--- config.mk ---
export PLATFORM = sky130hd
export DESIGN_NAME = trackball_quad
export DESIGN_NICKNAME = d
export VERILOG_FILES = /design/src/rtl/trackball_pkg.sv /design/src/rtl/trackball_axis.sv /design/src/rtl/trackball_quad.sv
export SDC_FILE = /design/constraint.sdc
export NUM_CORES = 1
export LEC_CHECK = 0
export BUFFER_PORTS_ARGS = -buffer_cell sky130_fd_sc_hd__clkbuf_2
export CORE_UTILIZATION = 50
export CTS_BUF_LIST = sky130_fd_sc_hd__clkbuf_8 sky130_fd_sc_hd__clkbuf_16
export CTS_CLUSTER_DIAMETER = 30
export DETAILED_ROUTE_END_ITERATION = 10
export GPL_TIMING_DRIVEN = 0
export PLACE_DENSITY_LB_ADDON = 0.08
export SETUP_SLACK_MARGIN = 0.15
export SLEW_MARGIN = 30
export SYNTH_ARGS = -nofsm -noshare
export SYNTH_HDL_FRONTEND = slang
export SYNTH_SLANG_ARGS = --single-unit
--- constraint.sdc ---
create_clock -name clk -period 2.1 [get_ports clk]
set_input_delay 0.42 -clock clk [delete_from_list [all_inputs] [get_ports clk]]
set_output_delay 0.42 -clock clk [all_outputs]
set_load 0.005 [all_outputs]
--- src/rtl/trackball_pkg.sv ---
// Shared types and constants for the trackball delta-to-step converter.
// Speed codes map to accumulator shifts; one output step is STEP_UNIT accumulator LSBs.
package trackball_pkg;

    typedef enum logic [1:0] {
        SPD_100 = 2'b00,
        SPD_200 = 2'b01,
        SPD_25  = 2'b10,
        SPD_50  = 2'b11
    } speed_e;

    typedef enum logic {
        MODE_DIRCLK = 1'b0,
        MODE_QUAD   = 1'b1
    } mode_e;

    typedef enum logic [1:0] {
        ST_IDLE,
        ST_SETUP,
        ST_STEP,
        ST_HOLD
    } state_e;

    localparam int unsigned STEP_UNIT = 4;

    // Accumulator carries 2 fractional bits, so 100% is a shift of 2.
    function automatic logic [1:0] speed_shift(input speed_e spd);
        logic [1:0] sh;
        case (spd)
            SPD_100: sh = 2'd2;
            SPD_200: sh = 2'd3;
            SPD_25:  sh = 2'd0;
            SPD_50:  sh = 2'd1;
            default: sh = 2'd2;
        endcase
        return sh;
    endfunction

endpackage

--- src/rtl/trackball_axis.sv ---
// One trackball axis: saturating scaled accumulator, step pacing FSM and
// dir/clk or quadrature output encoder.
module trackball_axis
    import trackball_pkg::*;
#(
    parameter int unsigned DELTA_W  = 9,
    parameter int unsigned ACC_W    = 14,
    parameter int unsigned STEP_DIV = 256
) (
    input  logic               clk,
    input  logic               rst_n,
    input  logic               delta_stb_i,
    input  logic [DELTA_W-1:0] delta_i,
    input  logic               flip_i,
    input  speed_e             speed_i,
    input  mode_e              mode_i,
    input  logic               ovf_clr_i,
    output logic               dir_o,
    output logic               clk_o,
    output logic               busy_o,
    output logic               overflow_o
);

    localparam int unsigned SUM_W = ACC_W + 3;
    localparam int unsigned CNT_W = $clog2(STEP_DIV);
    localparam logic signed [SUM_W-1:0] UNIT    = SUM_W'(STEP_UNIT);
    localparam logic signed [SUM_W-1:0] ACC_MAX = SUM_W'((1 << (ACC_W - 1)) - 1);
    localparam logic signed [SUM_W-1:0] ACC_MIN = -ACC_MAX;
    localparam logic [CNT_W-1:0]        HOLD_LOAD = CNT_W'(STEP_DIV - 4);

    state_e                  state_q, state_d;
    logic signed [ACC_W-1:0] acc_q, acc_d;
    logic                    sign_q, sign_d;
    logic                    dir_q, dir_d;
    logic                    clk_q, clk_d;
    logic                    ovf_q, ovf_d;
    logic [1:0]              phase_q, phase_d;
    logic [CNT_W-1:0]        hold_q, hold_d;

    logic signed [SUM_W-1:0] acc_ext, delta_ext, scaled, step_sub, sum;
    logic                    pend_pos, pend_neg, clip_hi, clip_lo;

    always_comb begin
        acc_ext   = SUM_W'(acc_q);
        delta_ext = SUM_W'(signed'(delta_i));
        if (flip_i) begin
            delta_ext = -delta_ext;
        end
        scaled   = delta_stb_i ? (delta_ext <<< speed_shift(speed_i)) : '0;
        step_sub = '0;
        if (state_q == ST_STEP) begin
            step_sub = sign_q ? UNIT : -UNIT;
        end
        sum     = acc_ext + scaled - step_sub;
        clip_hi = sum > ACC_MAX;
        clip_lo = sum < ACC_MIN;
        if (clip_hi) begin
            acc_d = ACC_MAX[ACC_W-1:0];
        end else if (clip_lo) begin
            acc_d = ACC_MIN[ACC_W-1:0];
        end else begin
            acc_d = sum[ACC_W-1:0];
        end
        ovf_d    = (ovf_q & ~ovf_clr_i) | clip_hi | clip_lo;
        pend_pos = acc_ext >= UNIT;
        pend_neg = acc_ext <= -UNIT;
    end

    // Outputs are registered, so each state's output action is computed on the
    // transition into that state (dir on IDLE->SETUP, step edge on SETUP->STEP).
    always_comb begin
        state_d = state_q;
        sign_d  = sign_q;
        dir_d   = dir_q;
        clk_d   = clk_q;
        phase_d = phase_q;
        hold_d  = hold_q;
        case (state_q)
            ST_IDLE: begin
                if (pend_pos || pend_neg) begin
                    sign_d = pend_pos;
                    if (mode_i == MODE_DIRCLK) begin
                        dir_d = pend_pos;
                    end
                    state_d = ST_SETUP;
                end
            end
            ST_SETUP: begin
                if (mode_i == MODE_DIRCLK) begin
                    clk_d = ~clk_q;
                end else begin
                    phase_d = sign_q ? phase_q + 2'd1 : phase_q - 2'd1;
                    clk_d   = phase_d[1];
                    dir_d   = phase_d[1] ^ phase_d[0];
                end
                state_d = ST_STEP;
            end
            ST_STEP: begin
                hold_d  = HOLD_LOAD;
                state_d = ST_HOLD;
            end
            ST_HOLD: begin
                if (hold_q == '0) begin
                    state_d = ST_IDLE;
                end else begin
                    hold_d = hold_q - CNT_W'(1);
                end
            end
            default: state_d = ST_IDLE;
        endcase
    end

    always_ff @(posedge clk or negedge rst_n) begin
        if (!rst_n) begin
            state_q <= ST_IDLE;
            acc_q   <= '0;
            sign_q  <= 1'b0;
            dir_q   <= 1'b0;
            clk_q   <= 1'b0;
            ovf_q   <= 1'b0;
            phase_q <= '0;
            hold_q  <= '0;
        end else begin
            state_q <= state_d;
            acc_q   <= acc_d;
            sign_q  <= sign_d;
            dir_q   <= dir_d;
            clk_q   <= clk_d;
            ovf_q   <= ovf_d;
            phase_q <= phase_d;
            hold_q  <= hold_d;
        end
    end

    assign dir_o      = dir_q;
    assign clk_o      = clk_q;
    assign overflow_o = ovf_q;
    assign busy_o     = (state_q != ST_IDLE) || pend_pos || pend_neg;

endmodule

--- src/rtl/trackball_quad.sv ---
// Multi-axis trackball converter: reset synchroniser, delta unpacking and one
// trackball_axis per axis.
module trackball_quad
    import trackball_pkg::*;
#(
    parameter int unsigned AXES     = 2,
    parameter int unsigned DELTA_W  = 9,
    parameter int unsigned ACC_W    = 14,
    parameter int unsigned STEP_DIV = 256
) (
    input  logic                    clk,
    input  logic                    reset_n,
    input  logic                    delta_stb_i,
    input  logic [AXES*DELTA_W-1:0] delta_i,
    input  logic [AXES-1:0]         flip_i,
    input  logic [1:0]              speed_i,
    input  logic                    mode_i,
    input  logic                    ovf_clr_i,
    output logic [AXES-1:0]         dir_o,
    output logic [AXES-1:0]         clk_o,
    output logic [AXES-1:0]         busy_o,
    output logic [AXES-1:0]         overflow_o
);

    logic   rst_meta_q, rst_sync_q;
    speed_e speed;
    mode_e  mode;

    // Asserts asynchronously, releases two clocks after reset_n rises.
    always_ff @(posedge clk or negedge reset_n) begin
        if (!reset_n) begin
            rst_meta_q <= 1'b0;
            rst_sync_q <= 1'b0;
        end else begin
            rst_meta_q <= 1'b1;
            rst_sync_q <= rst_meta_q;
        end
    end

    assign speed = speed_e'(speed_i);
    assign mode  = mode_e'(mode_i);

    for (genvar k = 0; k < AXES; k++) begin : g_axis
        trackball_axis #(
            .DELTA_W  (DELTA_W),
            .ACC_W    (ACC_W),
            .STEP_DIV (STEP_DIV)
        ) u_axis (
            .clk         (clk),
            .rst_n       (rst_sync_q),
            .delta_stb_i (delta_stb_i),
            .delta_i     (delta_i[k*DELTA_W +: DELTA_W]),
            .flip_i      (flip_i[k]),
            .speed_i     (speed),
            .mode_i      (mode),
            .ovf_clr_i   (ovf_clr_i),
            .dir_o       (dir_o[k]),
            .clk_o       (clk_o[k]),
            .busy_o      (busy_o[k]),
            .overflow_o  (overflow_o[k])
        );
    end

endmodule

After elaboration in Yosys (flattened, before gate mapping)
Cells that the tools add are included.
- bits in registers: 62
- input bits: 27
- output and inout bits: 8
- logic and storage cells: 132
- add/subtract/negate cells: 12
- order comparisons: 8
- equality and inequality tests: 19
- shift operators: 2
- mux-type cells: 35
- bitwise logic cells: 11
- reduce and logical (&&, ||, !) cells: 27
- operators with widths (kind ; count):
    $mux 17 ; 8
    $mux 14 ; 4
    $add 14x17->17 ; 2
    $gt 17x14->1 const B ; 2
    $lt 17x14->1 const B ; 2
    $neg 9->17 ; 2
    $sshl 17x2->17 ; 2
    $sub 17x17->17 ; 2
    $pmux 8 s2 ; 2
    $ge 14x4->1 const B ; 2
    $le 14x3->1 const B ; 2
    $pmux 2 s4 ; 3
    $logic_not 8->1 ; 2
    $mux 8 ; 2
    $reduce_and 2->1 ; 8
    $sub 8x1->8 const B ; 2
    $eq 2x2->1 const B ; 6
    $mux 2 ; 6
    $ne 2x2->1 const B ; 6
    $reduce_bool 2->1 ; 6
    $mux 1 ; 8
    $ne 2x1->1 const B ; 4
    $reduce_and 4->1 ; 2
    $eq 2x1->1 const B ; 3
    9 further kinds ; 26

Logic depth before layout (Yosys ltp)
- word-level depth: 9
- depth in mapped cells: 23
- gate-level depth less buffers: 21

Modules after synthesis
From an unflattened synthesis, not the netlist that was laid out.
- cells, all modules: 805
- area total of the unflattened synthesis: 6804.0 um2
- by module, submodules not included (module ; instances ; cells each ; area an instance (um2) ; sequential area each (um2)):
    trackball_axis (g_axis[0].u_axis) ; 1 ; 408 ; 3448.3 ; 750.7
    trackball_axis (g_axis[1].u_axis) ; 1 ; 394 ; 3301.9 ; 750.7
    trackball_quad ; 1 ; 3 ; 53.8 ; 50.0

Worst setup path after synthesis
No wires, ideal clock.
- path kind: input port to flip-flop
- start: input delta_i[0]
- end: register g_axis[0].u_axis.acc_q[11]
- library setup time: 0.138 ns
- arrival time: 4.927 ns
- required time: 1.962 ns
- setup slack: -2.964 ns
- cell stages on the path: 22
- path buffers: 1
- cells stage by stage: inv_1 ha_1 or4b_2 or2_2 ha_1 nand2b_1 a21oi_1 a21oi_1 mux2i_1 nand2_1 fa_1 inv_1 ha_1 clkbuf_1 o21a_1 or2_2 and4b_1 o31ai_1 o211ai_1 or3_1 nand2_1 o211ai_1
- longest elaborated chain between the ends: 9
- elaborated cells between the ends (all ways): 10
- those cells by class: add/sub (3); order compare (2); shift (1); mux (4)
- RTL lines (item ; line ; text):
    start: declaration ; trackball_quad.sv:14 ; input logic [AXES*DELTA_W-1:0] delta_i,
    $neg 9->17 ; trackball_axis.sv:47 ; delta_ext = -delta_ext;
    $mux 17 * ; trackball_axis.sv:46 ; if (flip_i) begin
    $sshl 17x2->17 * ; trackball_axis.sv:49 ; scaled = delta_stb_i ? (delta_ext <<< speed_shift(speed_i)) : '0;
    $mux 17 * ; trackball_axis.sv:49 ;
    $add 14x17->17 * ; trackball_axis.sv:54 ; sum = acc_ext + scaled - step_sub;
    $sub 17x17->17 * ; trackball_axis.sv:54 ;
    $lt 17x14->1 ; trackball_axis.sv:56 ; clip_lo = sum < ACC_MIN;
    $mux 14 ; trackball_axis.sv:59 ; end else if (clip_lo) begin
    $mux 14 * ; trackball_axis.sv:57 ; if (clip_hi) begin
    named net g_axis[0].u_axis.acc_d[11] ; trackball_axis.sv:32 ; logic signed [ACC_W-1:0] acc_q, acc_d;
    end signal: assignment ; trackball_axis.sv:116 ; acc_q <= '0;
    end signal: assignment ; trackball_axis.sv:125 ; acc_q <= acc_d;
    end: declaration ; trackball_axis.sv:32 ;
Mark *: on every way through the listed nets, which the timed path passes. The rest lies on a longest branch.
A chain may end at the register's enable or synchronous reset.

Worst setup path after layout
- start: input delta_i[0]
- end: register g_axis[0].u_axis.acc_q[4]
The elaborated chain is that of the path after synthesis.

==> impl_table.tex <==
\begin{tabular}{lr}
\hline
Metric & Value \\
\hline
\multicolumn{2}{l}{\textbf{Run status}} \\
Run status & complete, but fails checks \\
Failing checks & setup timing \\
\multicolumn{2}{l}{\textbf{Synthesis}} \\
FFs w/ async S/R, synth & 100\% \\
Number of synthesized flops with an enable pin & 0 \\
Post-Synthesis Cells & 856 \\
Cell area after synthesis & approximately 6900 um2 \\
Number of distinct standard cells referenced by the synthesized netlist & between 80 and 90 \\
Share of synthesized area occupied by flip-flops and latches & between 20 and 25\% \\
Number of warnings issued by yosys & 0 \\
Top FF cell, synth & dfrtp\_1 \\
Dominant cell type by area after synthesis & dfrtp\_1 \\
Post-synthesis register bit count & between 60 and 70 \\
Synthesized area per cell & 8.07 um2 \\
Syn Nets & 961 \\
Proportion of netlist area held by the largest area contributor & approximately 22\% \\
Cell types occupying the most area after synthesis & dfrtp\_1 (22\%), ha\_1 (9.1\%), fa\_1 (8.1\%), inv\_1 (6.3\%), nand2\_1 (4.5\%) \\
\multicolumn{2}{l}{\textbf{Finish}} \\
Number of nets at the end of the flow & $\sim$1,100 \\
Share of the core filled with cells & 69.0\% \\
Layout fillers & approximately 1,100 \\
Ant diodes & 0 \\
Leading cell type in the layout, fill and taps excluded & inv\_1 \\
Share of post-route cells with drive strength above 1 & between 30\% and 40\% \\
Area added between synthesis and finish & 33.4\% \\
Highest-count cells in the layout ignoring fill and taps & inv\_1 (107), nand2\_1 (74), buf\_4 (57), dfrtp\_1 (57), a21oi\_1 (40) \\
\multicolumn{2}{l}{\textbf{Drt}} \\
Drc violations & 0 \\
Per-cell via count in the routed design & slightly below 6 \\
Routed wire per std cell & 17.0 um \\
Detailed Route Iter0 Violations & around 390 \\
Number of nets still failing antenna checks after routing & 0 \\
Routed Wire Length & roughly 20 mm \\
Via count & 6,667 \\
First-pass iteration count of the detailed router & 5 \\
\multicolumn{2}{l}{\textbf{Setup path}} \\
CP startpoint & delta\_i[0] \\
CP Class & in -> reg \\
Required time of the critical path & between 2 and 2.5 ns \\
Critical register-to-register path startpoint & g\_axis[0].u\_axis.state\_q[0] \\
Maximum fanout count along the critical path & 5 \\
Worst Setup End Kind & flip-flop \\
Sort of element at the start of the critical path & input pin \\
FF-to-FF End & g\_axis[0].u\_axis.acc\_q[4] \\
Data arrival time at the worst-slack endpoint & approximately 5 ns \\
Slack of the worst reg-to-reg path & -2.44 ns \\
Capturing element of the worst setup path & g\_axis[0].u\_axis.acc\_q[4] \\
Reg2Reg Depth & 16 \\
\multicolumn{2}{l}{\textbf{Timing}} \\
Least setup slack across all paths after layout & -2.56 ns \\
Crit path time final & 4.66 ns \\
Period utilization & 222\% \\
Clock skew after layout & around 0.0084 ns \\
Setup total negative slack & -73.49 ns \\
Hold Violations, Final & 0 \\
Count of endpoints failing setup in the final report & 32 \\
Final number of max-transition violations & 0 \\
Worst-case hold slack & roughly 0.25 ns \\
Fmax & 214 MHz \\
Actual transition at the worst max-transition pin & between 0.6 and 0.7 ns \\
Setup repair after global routing missed its margin & true \\
Worst rel slew slack & 59.6\% \\
\multicolumn{2}{l}{\textbf{Clocking}} \\
Number of sinks driven by the clock tree & 62 \\
TritonCTS Buffers & 9 \\
Maximum count of clock buffers along a single path & 2 \\
Reg clk slew, reported paths & about 0.05 ns \\
Insertion delay to the later sink of the worst-skew pair & about 0.33 ns \\
Maximum level of the CTS H-tree & 3 \\
TritonCTS clock tree & yes \\
Library cell used as clock root buffer & clkbuf\_16 \\
\multicolumn{2}{l}{\textbf{Floorplan}} \\
Area enclosed by the die boundary & between 10,000 and 15,000 um2 \\
Initial Utilization & around half \\
\# IOs & 35 \\
Core footprint & 13,300 um2 \\
Number of core rows & between 40 and 50 \\
Die span in y & approximately 120 um \\
DIE WIDTH & about 120 um \\
\multicolumn{2}{l}{\textbf{Global route}} \\
Tot GR Track Use & a little over a quarter \\
Vias in the first global route & between 6,000 and 7,000 \\
Total gr overflow & 0 \\
Maximum number of pins on one net before global-route repair & 36 \\
Global-route wire length before repair & slightly above 30 mm \\
Initial antenna violation count & 0 \\
\multicolumn{2}{l}{\textbf{Run}} \\
Reported max-cap violation count & 0 \\
\multicolumn{2}{l}{\textbf{Placed design}} \\
Gpl congestion & approximately 0.90 \\
Hpwl dp & $\sim$14 mm \\
Port Buffer Count & 33 \\
\multicolumn{2}{l}{\textbf{Worst hold path}} \\
Min-Delay Path Class & reg -> async \\
\hline
\end{tabular}
kinds of logic after synthesis:
| logic type | Yosys count | share of synthesized area [%] |
|---|---|---|
| AO/OA/AOI/OAI | 222 | 21.0 |
| adder cells (fa/ha/maj) | 78 | 17.2 |
| XOR/XNOR | 54 | 6.96 |
| multiplexers | 23 | 3.52 |
| AND/OR/NAND/NOR | 268 | 20.1 |
| flip-flops | 62 | 22.5 |
| other | 1 | 0.0543 |
| buffers and inverters | 148 | 8.73 |
synth_stat cells, types with 13 or more instances:
| master | count |
|---|---|
| nand3_1 | 18 |
| a21oi_1 | 52 |
| fa_1 | 28 |
| nor3_1 | 21 |
| o211ai_1 | 19 |
| inv_1 | 116 |
| nand2b_1 | 19 |
| ha_1 | 50 |
| mux2i_1 | 13 |
| nand2_1 | 82 |
| xor2_1 | 19 |
| clkbuf_1 | 16 |
| nor2_1 | 40 |
| dfrtp_1 | 62 |
| xnor2_1 | 34 |
| o21ai_0 | 57 |
registers in the layout, summed over array words and instances (netlist names):
name	flops
g_axis.u_axis.acc_q	28
g_axis.u_axis.clk_o	2
g_axis.u_axis.sign_q	2
rst_sync_q	1
rst_meta_q	1
g_axis.u_axis.hold_q	16
g_axis.u_axis.overflow_o	2
g_axis.u_axis.dir_o	2
g_axis.u_axis.state_q	4
g_axis.u_axis.phase_q	4
routing by layer:
metal	share of wire (%)	vias up	track usage, %	wire (um)
li1	-	3234	-	-
met1	46	3212	37.8	9010
met2	47	188	42.3	9220
met3	4.5	33	3.61	884
met4	2.0	0	10.1	399
met5	0	-	0	0
worst min path at each step:
stage,from,end
after global placement,reset_n,rst_meta_q
final,rst_sync_q,g_axis[0].u_axis.clk_o
after global routing,rst_sync_q,g_axis[0].u_axis.hold_q[4]
after CTS,rst_sync_q,g_axis[0].u_axis.hold_q[4]
after detailed placement,reset_n,rst_meta_q
after floorplan,reset_n,rst_meta_q
critical path, stage by stage:
cell,delay [ns]
clkbuf_16,0.14
clkinv_8,0.04
ha_4,0.11
or4b_4,0.48
or2_4,0.25
ha_4,0.21
nand2b_4,0.13
a21oi_2,0.13
a21oi_2,0.05
mux2i_1,0.17
nand2_1,0.09
fa_1,0.50
inv_1,0.04
ha_1,0.28
clkbuf_8,0.14
o21a_1,0.19
o211ai_1,0.18
a31oi_1,0.12
a311oi_1,0.27
xnor2_1,0.18
nand2_1,0.13
or2_4,0.30
buf_6,0.14
o211ai_1,0.18
per-stage QoR:
step | setup slack, ns | area [um2] | cells
floorplan | -2.62 | 7040 | 856
global placement | -3.19 | 7420 | 1065
detailed placement | -3.27 | 7440 | 1066
CTS | -2.52 | 8520 | 1121
global route | -2.76 | 9220 | 1150
finish | -2.56 | 9220 | 1150
timing repair:
action                     in CTS  in global routing
resized for setup             104                112
cloned                          3                  1
setup endpoints to repair      36                 40
setup buffers                  36                 28
hold endpoints to repair        2                  0
hold buffers                    1                  0
pin swaps                      38                 46
final cells by class:
cell class	count	area, um2	share of cell area, %
Multi-Input combinational cell	647	5620	60.9
Sequential cell	62	1560	16.9
Timing Repair Buffer	102	861	9.34
Inverter	116	470	5.11
Clock buffer	11	253	2.74
Tap cell	176	220	2.39
Buffer	32	219	2.38
Clock inverter	4	16.3	0.177
Power is not shown: default switching activity piles up to over one toggle a cycle in this logic, so the estimate is an artifact.
